[config.mk]
export PLATFORM = sky130hd
export DESIGN_NAME = toggle_cover_collector
export DESIGN_NICKNAME = d
export VERILOG_FILES = /design/src/rtl/toggle_cover_collector.sv
export SDC_FILE = /design/constraint.sdc
export NUM_CORES = 1
export LEC_CHECK = 0
export ABC_AREA = 1
export CAP_MARGIN = 20
export CELL_PAD_IN_SITES_DETAIL_PLACEMENT = 1
export CELL_PAD_IN_SITES_GLOBAL_PLACEMENT = 1
export CORE_MARGIN = 2
export CORE_UTILIZATION = 28
export DETAILED_ROUTE_END_ITERATION = 10
export PLACE_DENSITY = 0.91
export SLEW_MARGIN = 25
export SYNTH_ARGS = -nofsm -noshare
export SYNTH_HDL_FRONTEND = slang
export SYNTH_SLANG_ARGS = --single-unit
export TNS_END_PERCENT = 10
[constraint.sdc]
create_clock -name clock -period 3.3 [get_ports clock]
set_input_delay 0.495 -clock clock [delete_from_list [all_inputs] [get_ports clock]]
set_output_delay 0.495 -clock clock [all_outputs]
set_load 0.1 [all_outputs]
[src/rtl/toggle_cover_collector.sv]
// Toggle-coverage collector: sticky per-point bitmap, drained lowest-index-first as global indices.
// Optional macro TOGGLE_RISE_FALL_EN gives every probe bit separate rise and fall points.
module toggle_cover_collector #(
    parameter int          WIDTH       = 5,
    parameter logic [63:0] COVER_INDEX = 64'd0,
    parameter int          INDEX_W     = 64,
`ifdef TOGGLE_RISE_FALL_EN
    localparam int         POINTS      = 2 * WIDTH,
`else
    localparam int         POINTS      = WIDTH,
`endif
    localparam int         CNT_W       = $clog2(POINTS + 1)
) (
    input  logic               clock,
    input  logic               reset,
    input  logic [WIDTH-1:0]   probe,
    input  logic               clear,
    output logic               cover_valid,
    input  logic               cover_ready,
    output logic [INDEX_W-1:0] cover_index,
    output logic [CNT_W-1:0]   hit_count,
    output logic               all_hit
);

    logic [WIDTH-1:0]  prev_p0;
    logic              base_ok_p0;
    logic [POINTS-1:0] covered_p0;
    logic [POINTS-1:0] pending_p0;

    logic [WIDTH-1:0]  toggled;
    logic [POINTS-1:0] event_pts;
    logic [POINTS-1:0] new_hits;
    logic              load_en;
    logic              grant_vld;
    logic [31:0]       grant_idx;
    logic [POINTS-1:0] grant_mask;

    function automatic logic [CNT_W-1:0] popcount(input logic [POINTS-1:0] v);
        logic [CNT_W-1:0] n;
        n = '0;
        for (int i = 0; i < POINTS; i++)
            n = n + CNT_W'(v[i]);
        return n;
    endfunction

    function automatic logic [31:0] lowest_set(input logic [POINTS-1:0] v);
        logic [31:0] idx;
        idx = '0;
        for (int i = POINTS - 1; i >= 0; i--)
            if (v[i]) idx = 32'(i);
        return idx;
    endfunction

    // Wraps modulo 2^INDEX_W by construction.
    function automatic logic [INDEX_W-1:0] global_index(input logic [31:0] local_idx);
        return INDEX_W'(COVER_INDEX) + INDEX_W'(local_idx);
    endfunction

    assign toggled = base_ok_p0 ? (probe ^ prev_p0) : '0;

`ifdef TOGGLE_RISE_FALL_EN
    assign event_pts = {toggled & ~probe, toggled & probe};
`else
    assign event_pts = toggled;
`endif

    assign new_hits  = event_pts & ~covered_p0;
    assign load_en   = !cover_valid || cover_ready;
    assign grant_vld = |pending_p0;
    assign grant_idx = lowest_set(pending_p0);
    // The arbiter only ever sees pending from before this edge's new hits.
    assign grant_mask = (load_en && grant_vld) ? (POINTS'(1) << grant_idx) : '0;

    // Stage 0: baseline, sticky coverage and pending bookkeeping
    always_ff @(posedge clock) begin
        if (!reset) begin
            prev_p0    <= '0;
            base_ok_p0 <= 1'b0;
            covered_p0 <= '0;
            pending_p0 <= '0;
            hit_count  <= '0;
        end else begin
            prev_p0    <= probe;
            base_ok_p0 <= 1'b1;
            if (clear) begin
                covered_p0 <= '0;
                pending_p0 <= '0;
                hit_count  <= '0;
            end else begin
                covered_p0 <= covered_p0 | new_hits;
                pending_p0 <= (pending_p0 & ~grant_mask) | new_hits;
                hit_count  <= hit_count + popcount(new_hits);
            end
        end
    end

    // Stage 1: output beat register
    always_ff @(posedge clock) begin
        if (!reset) begin
            cover_valid <= 1'b0;
            cover_index <= '0;
        end else if (clear) begin
            cover_valid <= 1'b0;
        end else if (load_en) begin
            cover_valid <= grant_vld;
            if (grant_vld)
                cover_index <= global_index(grant_idx);
        end
    end

    assign all_hit = (hit_count == CNT_W'(POINTS));

endmodule

[After elaboration in Yosys (flattened, before gate mapping)]
Index checks and enable logic that the tools add are counted.
Cells by class
  add/subtract/negate cells: 5
  multipliers: 0
  div/mod/pow operators: 0
  magnitude comparators: 0
  equal/unequal tests: 1
  shift operators: 1
  multiplexer cells: 8
  bitwise operators: 9
  reduce and logical (&&, ||, !) cells: 6
Operator list (number)
  2-to-1 mux 32 bit: 4
  << shifter 1 x 32 -> 5 bit (first input constant): 1
  bitwise AND 5 bit: 2
  2-to-1 mux 5 bit: 2
  inverter 5 bit: 2
  bitwise OR 5 bit: 2
  adder 3 x 1 -> 3 bit: 2
  OR reduction 5 bit: 1
  XOR 5 bit: 1
  adder 2 x 1 -> 3 bit: 1
  adder 3 bit: 1
  equality test 3 bit (second input constant): 1
  2-to-1 mux 3 bit: 1
  AND reduction 3 bit: 1
  adder 1 x 1 -> 2 bit: 1
  inverter 1 bit: 2
  OR reduction 2 bit: 1
  logical AND 1 bit: 1
  zero test 1 bit: 1
  logical OR 1 bit: 1
  2-to-1 mux 1 bit: 1
Storage, ports and cells
  register bits: 52
  latch bits: 0
  memory bits (writable): 0
  memory bits (read-only): 0
  bits of input ports: 9
  output and inout bits: 69
  word-level logic and storage cells: 37
  memories: 0

[Depth between registers and ports, before layout]
Gate-level depths: netlist of the first run.
  depth after elaboration: 10
  gate-level depth with buffers: 12
  mapped depth without buffers: 12

[Least setup slack after synthesis of the first run]
Ideal clock, no wire load.
  path type: register to register
  from: register hit_count[0]
  to: register hit_count[2]
  setup time: 0.123 ns
  data arrival time: 2.960 ns
  required time: 3.177 ns
  slack: 0.217 ns
  stages on the path, launching flop included: 8
  path through: dfxtp_1 fa_1 fa_1 ha_1 fa_1 xnor2_1 o21ai_0 a21oi_1
On the way
  word-level cells in the longest chain between the ends: 1
RTL lines
  from (decl): line 21  | output logic [CNT_W-1:0] hit_count,
  from (signal assigned): line 92  | hit_count <= hit_count + popcount(new_hits);
  adder 3 bit: line 92
Every way passes these cells.
A chain may end at the register's enable or synchronous reset.

[Worst setup path after layout of the first run]
  from: input port probe[0]
  to: register hit_count[2]
On the way
  word-level cells in the longest chain between the ends: 8
RTL lines
  from (decl): line 16  | input logic [WIDTH-1:0] probe,
  XOR 5 bit: line 59  | assign toggled = base_ok_p0 ? (probe ^ prev_p0) : '0;
  2-to-1 mux 5 bit: line 59
  bitwise AND 5 bit: line 67  | assign new_hits = event_pts & ~covered_p0;
  adder 1 x 1 -> 2 bit: line 42  | n = n + CNT_W'(v[i]);
  adder 2 x 1 -> 3 bit: line 42
  adder 3 x 1 -> 3 bit (2 in series): line 42
  adder 3 bit: line 92
Every way passes these cells.

==> results of run 1 <==
-- kinds of logic (layout without fill, tap and decap cells) --
kind of cell               Yosys count  in the layout  share of synthesized area
adders and majority gates            5              5                     0.0559
DFF                                 23             23                      0.302
AOI/OAI and AO/OA                   18             18                     0.0764
xor gates and xnor gates             5              5                     0.0288
buffers and inverters               90             47                      0.380
other                                1             61                    0.00246
and+or+nand+nor                     48             48                      0.154
-- final timing paths --
path                                     from             to  slack, ns  cells past startpoint
worst max-delay path                 probe[0]   hit_count[2]       0.12                     11
worst min-delay path            covered_p0[1]  covered_p0[1]       0.46                      2
worst max register to register     base_ok_p0   hit_count[2]       0.37                     11
worst min register to register  covered_p0[1]  covered_p0[1]       0.46                      2
-- through the flow --
stage	instances	setup slack (ns)	total power, mW	setup TNS, ns
2_1_floorplan	250	0.217	0.802	0
4_1_cts	277	0.0523	0.981	0
6_report	277	0.120	0.977	0
3_3_place_gp	273	-0.0750	0.785	-0.0750
5_1_grt	277	0.00528	1.02	0
3_5_place_dp	273	-0.243	0.800	-0.248
-- worst register-to-register path, delay by kind of cell (launching register included) --
kind | cells | cell delay, ns
adders and majority gates | 4 | 1.56
DFF | 1 | 0.50
and+or+nand+nor | 3 | 0.31
AOI/OAI and AO/OA | 2 | 0.23
xor gates and xnor gates | 1 | 0.15
buffers and inverters | 1 | 0.07
-- routing by layer --
metal  global-route usage  wire [um]  vias up
met1               0.0935        995      458
met5                    0          0        -
met2                0.153       1360       45
li1                     -          -      486
met4               0.0554         71        0
met3               0.0267        208        7
-- repair_timing --
item | 4_1_cts | 5_1_grt
setup endpoints to repair | 0 | 1
resized for setup | 0 | 4
hold endpoints to repair | 0 | 0
-- power by group --
group | internal [mW] | switching, mW
Sequential | 0.294 | 0.0135
Clock | 0.0846 | 0.0954
Combinational | 0.0644 | 0.425
-- cell usage in the layout, fill, tap and decap left out --
cell type,instances
nor2_1,12
inv_2,3
nand2_2,1
nand2_1,21
nand3_1,8
xor2_2,1
clkbuf_8,3
o21ai_1,3
a21oi_2,7
fa_1,2
nand3_4,1
ha_1,2
fa_2,1
xnor2_2,1
inv_1,23
nor2_2,1
clkinv_2,1
clkdlybuf4s50_1,15
dfxtp_1,23
a21oi_1,6
o21ai_0,2
nor2_4,3
xor2_1,3
conb_1,61
buf_4,2
nand4_1,1
-- sequential cells by signal, indices dropped and copies added (netlist names) --
name and flops:
cover_index 3, cover_valid 1, hit_count 3, base_ok_p0 1, pending_p0 5, covered_p0 5
prev_p0 5
-- final cells by class --
type | count | area (sq um)
fill | 670 | 3590
inverter | 26 | 97.6
tap | 70 | 87.6
multi-input combinational | 137 | 726
clock inverter | 1 | 5.00
sequential | 23 | 460
timing repair buffer | 17 | 165
clock buffer | 3 | 41.3
==> metrics, run 1 <==
design area=~1600 sq um; Setup CP Type=in2reg; Worst Clk Skew=around 0.0077 ns; hold-fix buffers at CTS=0; CTS root buffer=clkbuf_8; DRC viols=0; fin util=0.306; clk slew on worst S/H paths=approximately 0.090 ns; max-cap violations=0; share of the synthesized area in the top cell type=0.306; Fin. Hold Viols=0; Std-Cell Rows=26; Final Setup Violations=0; RSZ-0062 raised after global routing=false; via/cell ratio=between 3 and 4; CP max FO=2; family with the most delay on the worst path=adder cells; clk buf depth=2; worst stage delay on the critical path=around 0.52 ns; sequential share of the synthesized area=0.302; WP data arrival=3.34 ns; Slew @ Worst Pin=roughly 0.97 ns; Mapped Cells=190; nets=~220; Die W=around 78 um; run status=finished clean; Tot GR Track Use=0.0885; die height=77.7 um; total wire length=about 2.6 mm; crit share post-route=0.964; Buffers & Inverters on Critical Path=2; PortBufs=16; Setup crit start kind=input pin; slew margin rel.=0.351; drt initial violations=18; Max Slew Vio Count=0; Routability Congestion=a little under 0.8; Hold Path Class=reg2reg; Worst path most repeated cell=fa_1; Antenna Nets Post-Route=0; largest net degree at the start of global routing=14; count leader, synth=buf_4; vias in the first global route=962; clk_lat worst skew=0.27 ns; # diodes=0; cts bufs inserted=3; first-pass GRT wire length=4.16 mm; Netlist cell types=23; htree depth=1; Post-synth top cells=buf_4 (62), inv_1 (24), dfxtp_1 (23); Seq cells post-synth=23; CP Cell Sequence=clkdlybuf4s50_1 -> xor2_2 -> nand3_1 -> inv_2 -> fa_1 -> fa_1 -> ha_1 -> fa_2 -> xnor2_2 -> o21ai_0 -> a21oi_1; Core Region=between 5000 and 6000 sq um; post-place instance area=between 1500 and 2000 sq um; number of flops mapped to enable cells by yosys=0; Syn-to-layout area delta=3.94%; synth warn=0; Critical Path RT=3.46 ns; total number of vias=approximately 1,000; Max VDD drop=roughly 0.00029 V; initial antenna violation count=0; Die ar.=slightly above 6000 sq um; CP Capture Type=flip-flop; drt first pass iters=4; Synth Flop Type=dfxtp_1; Setup Buffers After CTS=0; initial core utilization=0.294; ys async rst share=0; post-synth top area cell=buf_4; leakage=0.777 nW; TritonCTS clock tree=built; GRT overflow=0; PD cells=617 nW/um^2; Final Hold Slack=roughly 0.46 ns; hpwl dp=2.22 mm; clock sink count=23; Netlist Area Pre-Place=around 1500 sq um; post-DR wirelength/cell=between 9 and 10 um; FMAX=between 0.3 and 0.4 GHz; post-layout min period=roughly 3.2 ns; num ports=just under 80; synth top area cells=buf_4 (31%), dfxtp_1 (30%), inv_1 (5.9%); CP max stage cell=clkdlybuf4s50_1; layout cells sized above 1=0.121; Syn Area/Cell=8.01 sq um
(Power assumes the default switching activity.)
==> run 2: changes to the inputs <==
--- a/config.mk
+++ b/config.mk
@@ -12,6 +12,7 @@
 export CORE_MARGIN = 2
 export CORE_UTILIZATION = 28
 export DETAILED_ROUTE_END_ITERATION = 10
+export GPL_ROUTABILITY_DRIVEN = 0
 export PLACE_DENSITY = 0.91
 export SLEW_MARGIN = 25
 export SYNTH_ARGS = -nofsm -noshare
==> results of run 2 <==
Final layout, timing and power as in run 1 (identical DEF).
==> variant 1: new RTL, settings of run 1 <==
Change the parameter `WIDTH` from 5 to 10.
--- a/src/rtl/toggle_cover_collector.sv
+++ b/src/rtl/toggle_cover_collector.sv
@@ -1,7 +1,7 @@
 // Toggle-coverage collector: sticky per-point bitmap, drained lowest-index-first as global indices.
 // Optional macro TOGGLE_RISE_FALL_EN gives every probe bit separate rise and fall points.
 module toggle_cover_collector #(
-    parameter int          WIDTH       = 5,
+    parameter int          WIDTH       = 10,
     parameter logic [63:0] COVER_INDEX = 64'd0,
     parameter int          INDEX_W     = 64,
 `ifdef TOGGLE_RISE_FALL_EN
Interface: changed (resized hit_count and probe); port bits go from 78 to 84. The function was not compared with the original's and may differ.
==> variant 1 against run 1 <==
  * The flow now finishes with violations (setup timing)
  * Wire length up 120%
  * Cell count rose by 77%
  * Sequential share of layout area down 1.7 points
  * Clock power is 96% higher
  * Global-route usage rose by 3.4 points
  * Design area up 86%
  * Sequential cell count increased by 17
  * Area after synthesis grew 60%
  * Setup slack lost 0.23 ns
  * Clock skew grew 0.0019 ns
  * Synthesized cell count rose by 70%
  * Power increased by 94%
  * Die area is 56% higher
==> variant 1: results <==
[clock_tree]
post_cts_resized = 37
cts_max_level = 2
numCtsBuffers = 5

[synthesis]
synthAdderAreaFrac_pct = 7.819
synth_compound_area_share_pct = 6.276
synth_xor_area_share_pct = 0.7202
synthTopCellsByArea = "dfxtp_1 33%, buf_4 19%, inv_1 9.1%"
yosys-top-cells-count = "60 x buf_4, 59 x inv_1, 44 x nor2_1"
syn_area_per_cell_um2 = 7.530
seq_area_frac_synth_pct = 32.92

[critical_path]
max_stage_delay_ns = 0.54
reg2reg_from = "prev_p0[0]"
startpoint = "prev_p0[0]"
crit_slowest_cell = "fa_1"

[sta]
worst_slack_ns = -0.1136
max_slew_margin_pct = 34.72
fin_hold_ws_ns = 0.4004
setup_viol = 3
skew_ns = 0.009585

[final_layout]
buf_share_pct = 14.53
n_clock_buffer = 7
final-clk-cell-share_pct = 3.186
area_growth_pct = 21.09
signal_buffers = 54
final_nets = 405
design.seq.count = 40
top_regs = "covered_p0 x10, pending_p0 x10, prev_p0 x10"
multi_input_area_share_pct = 42.14

[outcome]
outcome = "complete, but fails checks"
violations = "setup timing"

[global_routing]
grt_max_degree = 24
grt_pass1_wl_mm = 9.211

[power_and_ir_drop]
leakage_nw = 1.492
finalPower_mw = 1.890
clock_power_share_pct = 18.6
p_seq_uw = 558

[route]
post_drt_wl_per_cell_um = 11.96

[worst_hold_path]
hp-class = "input port to register"
[variant 1: cell types whose count changed after synthesis, moves of 6 or more]
cell and delta:
inv_1 +35, nand2_1 +19, nor2_2 +8, nor3_2 +7, a21oi_1 +6, dfxtp_1 +17, nor2_1 +32
[variant 1: worst min-delay path, cell delays in order]
cell and delay (ns):
buf_2 0.10, nand2_1 0.05, inv_1 0.04
[variant 1: through the flow]
step           cells  setup TNS [ns]
6_report         489         -0.2989
5_1_grt          489         -0.6013
4_1_cts          487       -0.008405
3_5_place_dp     461          -2.849
3_3_place_gp     461          -2.482
2_1_floorplan    382         -0.5575
[variant 1: per-layer routing]
metal | vias up | routed length [um] | track usage (%)
met2 | 56 | 3344 | 24.95
met3 | 11 | 236 | 2.446
li1 | 962 | - | -
met1 | 928 | 2095 | 11.57
met5 | - | 0 | 0
met4 | 0 | 168 | 5.634
==> variant 2: new RTL, config.mk and constraints of run 1 <==
Made on the original files. Reset style: asynchronous (`reset`), changed in 2 clocked blocks.
--- a/src/rtl/toggle_cover_collector.sv
+++ b/src/rtl/toggle_cover_collector.sv
@@ -72,7 +72,7 @@
     assign grant_mask = (load_en && grant_vld) ? (POINTS'(1) << grant_idx) : '0;
 
     // Stage 0: baseline, sticky coverage and pending bookkeeping
-    always_ff @(posedge clock) begin
+    always_ff @(posedge clock or negedge reset) begin
         if (!reset) begin
             prev_p0    <= '0;
             base_ok_p0 <= 1'b0;
@@ -95,7 +95,7 @@
     end
 
     // Stage 1: output beat register
-    always_ff @(posedge clock) begin
+    always_ff @(posedge clock or negedge reset) begin
         if (!reset) begin
             cover_valid <= 1'b0;
             cover_index <= '0;
Function: differs if reset is asserted again (counterexample within 4 cycles, from zero or initial values and one cycle with reset low); with reset held inactive, the same outputs for 4 cycles.
==> variant 2 against run 1 <==
  * Wire length decreased by 3.0%
  * Largest cell class unchanged
  * Critical path depth unchanged
  * Highest routed layer unchanged
  * Combinational power increased by 53%
  * Largest power group unchanged
  * Power increased by 31%
  * Area after synthesis increased by 2.1%
  * Design area increased by 0.55%
  * Setup slack improved by 0.056 ns
  * Die area increased by 2.0%
  * Sequential cell count unchanged
  * Non-clock buffer count decreased by 1
==> variant 2: results <==
[outcome]
outcome = "completed"

[clock_tree]
numCtsBuffers = 3
cts_max_level = 1
cts_root_buf = "clkbuf_8"
post_cts_resized = 0
insertion_delay_ns = 0.27
postCtsSetupRepairBufs = 0
clk_pin_slew_worst_paths_ns = 0.08
clock_path_buffers = 2

[route]
wirelength_mm = 2.556
highest_layer = "met4"
wl_met2_mm = 1.312
drt-met1-wl_mm = 1.002
via_count = 972
post_drt_wl_per_cell_um = 9.432
wl_met3_um = 199
firstDrtPassIters = 4
first_iter_violations = 29

[placed_design]
finalWeightedCongestion = 0.7618
dp_hpwl_mm = 2.103
place_inst = 267
io_buffers = 16
dp_slack_ns = -0.1286

[global_routing]
antenna_found_initial = 0
grt_pass1_vias = 958
grt_max_degree = 24
grt_overflow_total = 0
grt_util_all_layers_pct = 8.978
grt_pass1_wl_mm = 4.250

[final_layout]
diodes = 0
drive_gt1_share_pct = 8.040
final_nets = 214
fillCellCount = 673
top_regs = "covered_p0 x5, pending_p0 x5, prev_p0 x5"

[synthesis]
synthTopCellsByArea = "dfrtp_1 37%, buf_4 30%, inv_1 5.3%"
synth_async_sr_flop_share_pct = 100.0
yosys-top-cells-count = "62 x buf_4, 23 x dfrtp_1, 22 x inv_1"
netlist_instances = 182
synth_most_common_cell = "buf_4"
yosysUniqueCellTypes = 18
synth_ff_type = "dfrtp_1"
seq_area_frac_synth_pct = 37.01
yosys_warnings = 0

[power_and_ir_drop]
power_frac_comb_pct = 58.4
p_per_area_mw_per_mm2 = 806.1
power_clock_uw = 175
leakage_nw = 0.8697
p_int_uw = 517.4
vdd_ir_drop_max_uv = 360.8

[critical_path]
crit_slowest_cell = "fa_1"
cp.arrival_ns = 3.26
critPathMaxFanout = 2
critPathTopFamily = "adder cells"
max_stage_delay_ns = 0.53

[worst_hold_path]
hp-class = "input port to asynchronous set/reset pin"

[sta]
skew_ns = 0.003984
max_slew_margin_pct = 35.20
-- variant 2: cell count changes after synthesis, sizes merged --
cell / before / now
nand2: 22 / 20
nand3: 9 / 11
o21ai: 5 / 2
xor2: 4 / 6
nand4: 1 / 0
a21oi: 13 / 11
dfrtp: 0 / 23
xnor2: 1 / 0
buf: 64 / 63
dfxtp: 23 / 0
inv: 26 / 23
conb: 1 / 2
-- variant 2: final cells by class --
class,instances,area share [%]
multi-input combinational,133,40.72
sequential,23,36.16
timing repair buffer,16,9.119
tap,72,5.660
inverter,23,5.425
clock buffer,3,2.594
clock inverter,1,0.3145
-- variant 2: kinds of logic (layout without fill, tap and decap cells) --
kind of cell | count (synthesis) | in the layout | synth area share (%)
and+or+nand+nor | 47 | 47 | 13.68
other | 2 | 62 | 0.4829
buffers and inverters | 86 | 43 | 35.80
AOI/OAI and AO/OA | 13 | 13 | 4.183
adders and majority gates | 5 | 5 | 5.471
DFF | 23 | 23 | 37.01
xor gates and xnor gates | 6 | 6 | 3.379
-- variant 2: final timing paths --
kind	cells after the start	end	slack [ns]	start
setup / recovery	11	hit_count[2]	0.18	probe[0]
hold / removal	1	cover_valid	0.19	reset
setup reg to reg	11	hit_count[2]	0.41	base_ok_p0
hold reg to reg	2	cover_index[2]	0.48	cover_index[2]
max in group asynchronous	1	prev_p0[4]	2.77	reset
min in group clock	2	cover_index[2]	0.48	cover_index[2]
-- variant 2: metrics by stage --
step | util [%] | cell area, um^2
finish | 29.26 | 1592
global route | 29.26 | 1592
CTS | 29.35 | 1597
detailed placement | 28.50 | 1550
global placement | 28.50 | 1550
floorplan | - | 1780
-- variant 2: layer usage --
metal  vias up  global-route usage (%)
met5         -                       0
li1        458                       -
met4         0                   4.386
met1       463                   10.21
met3         5                   2.759
met2        46                   15.21
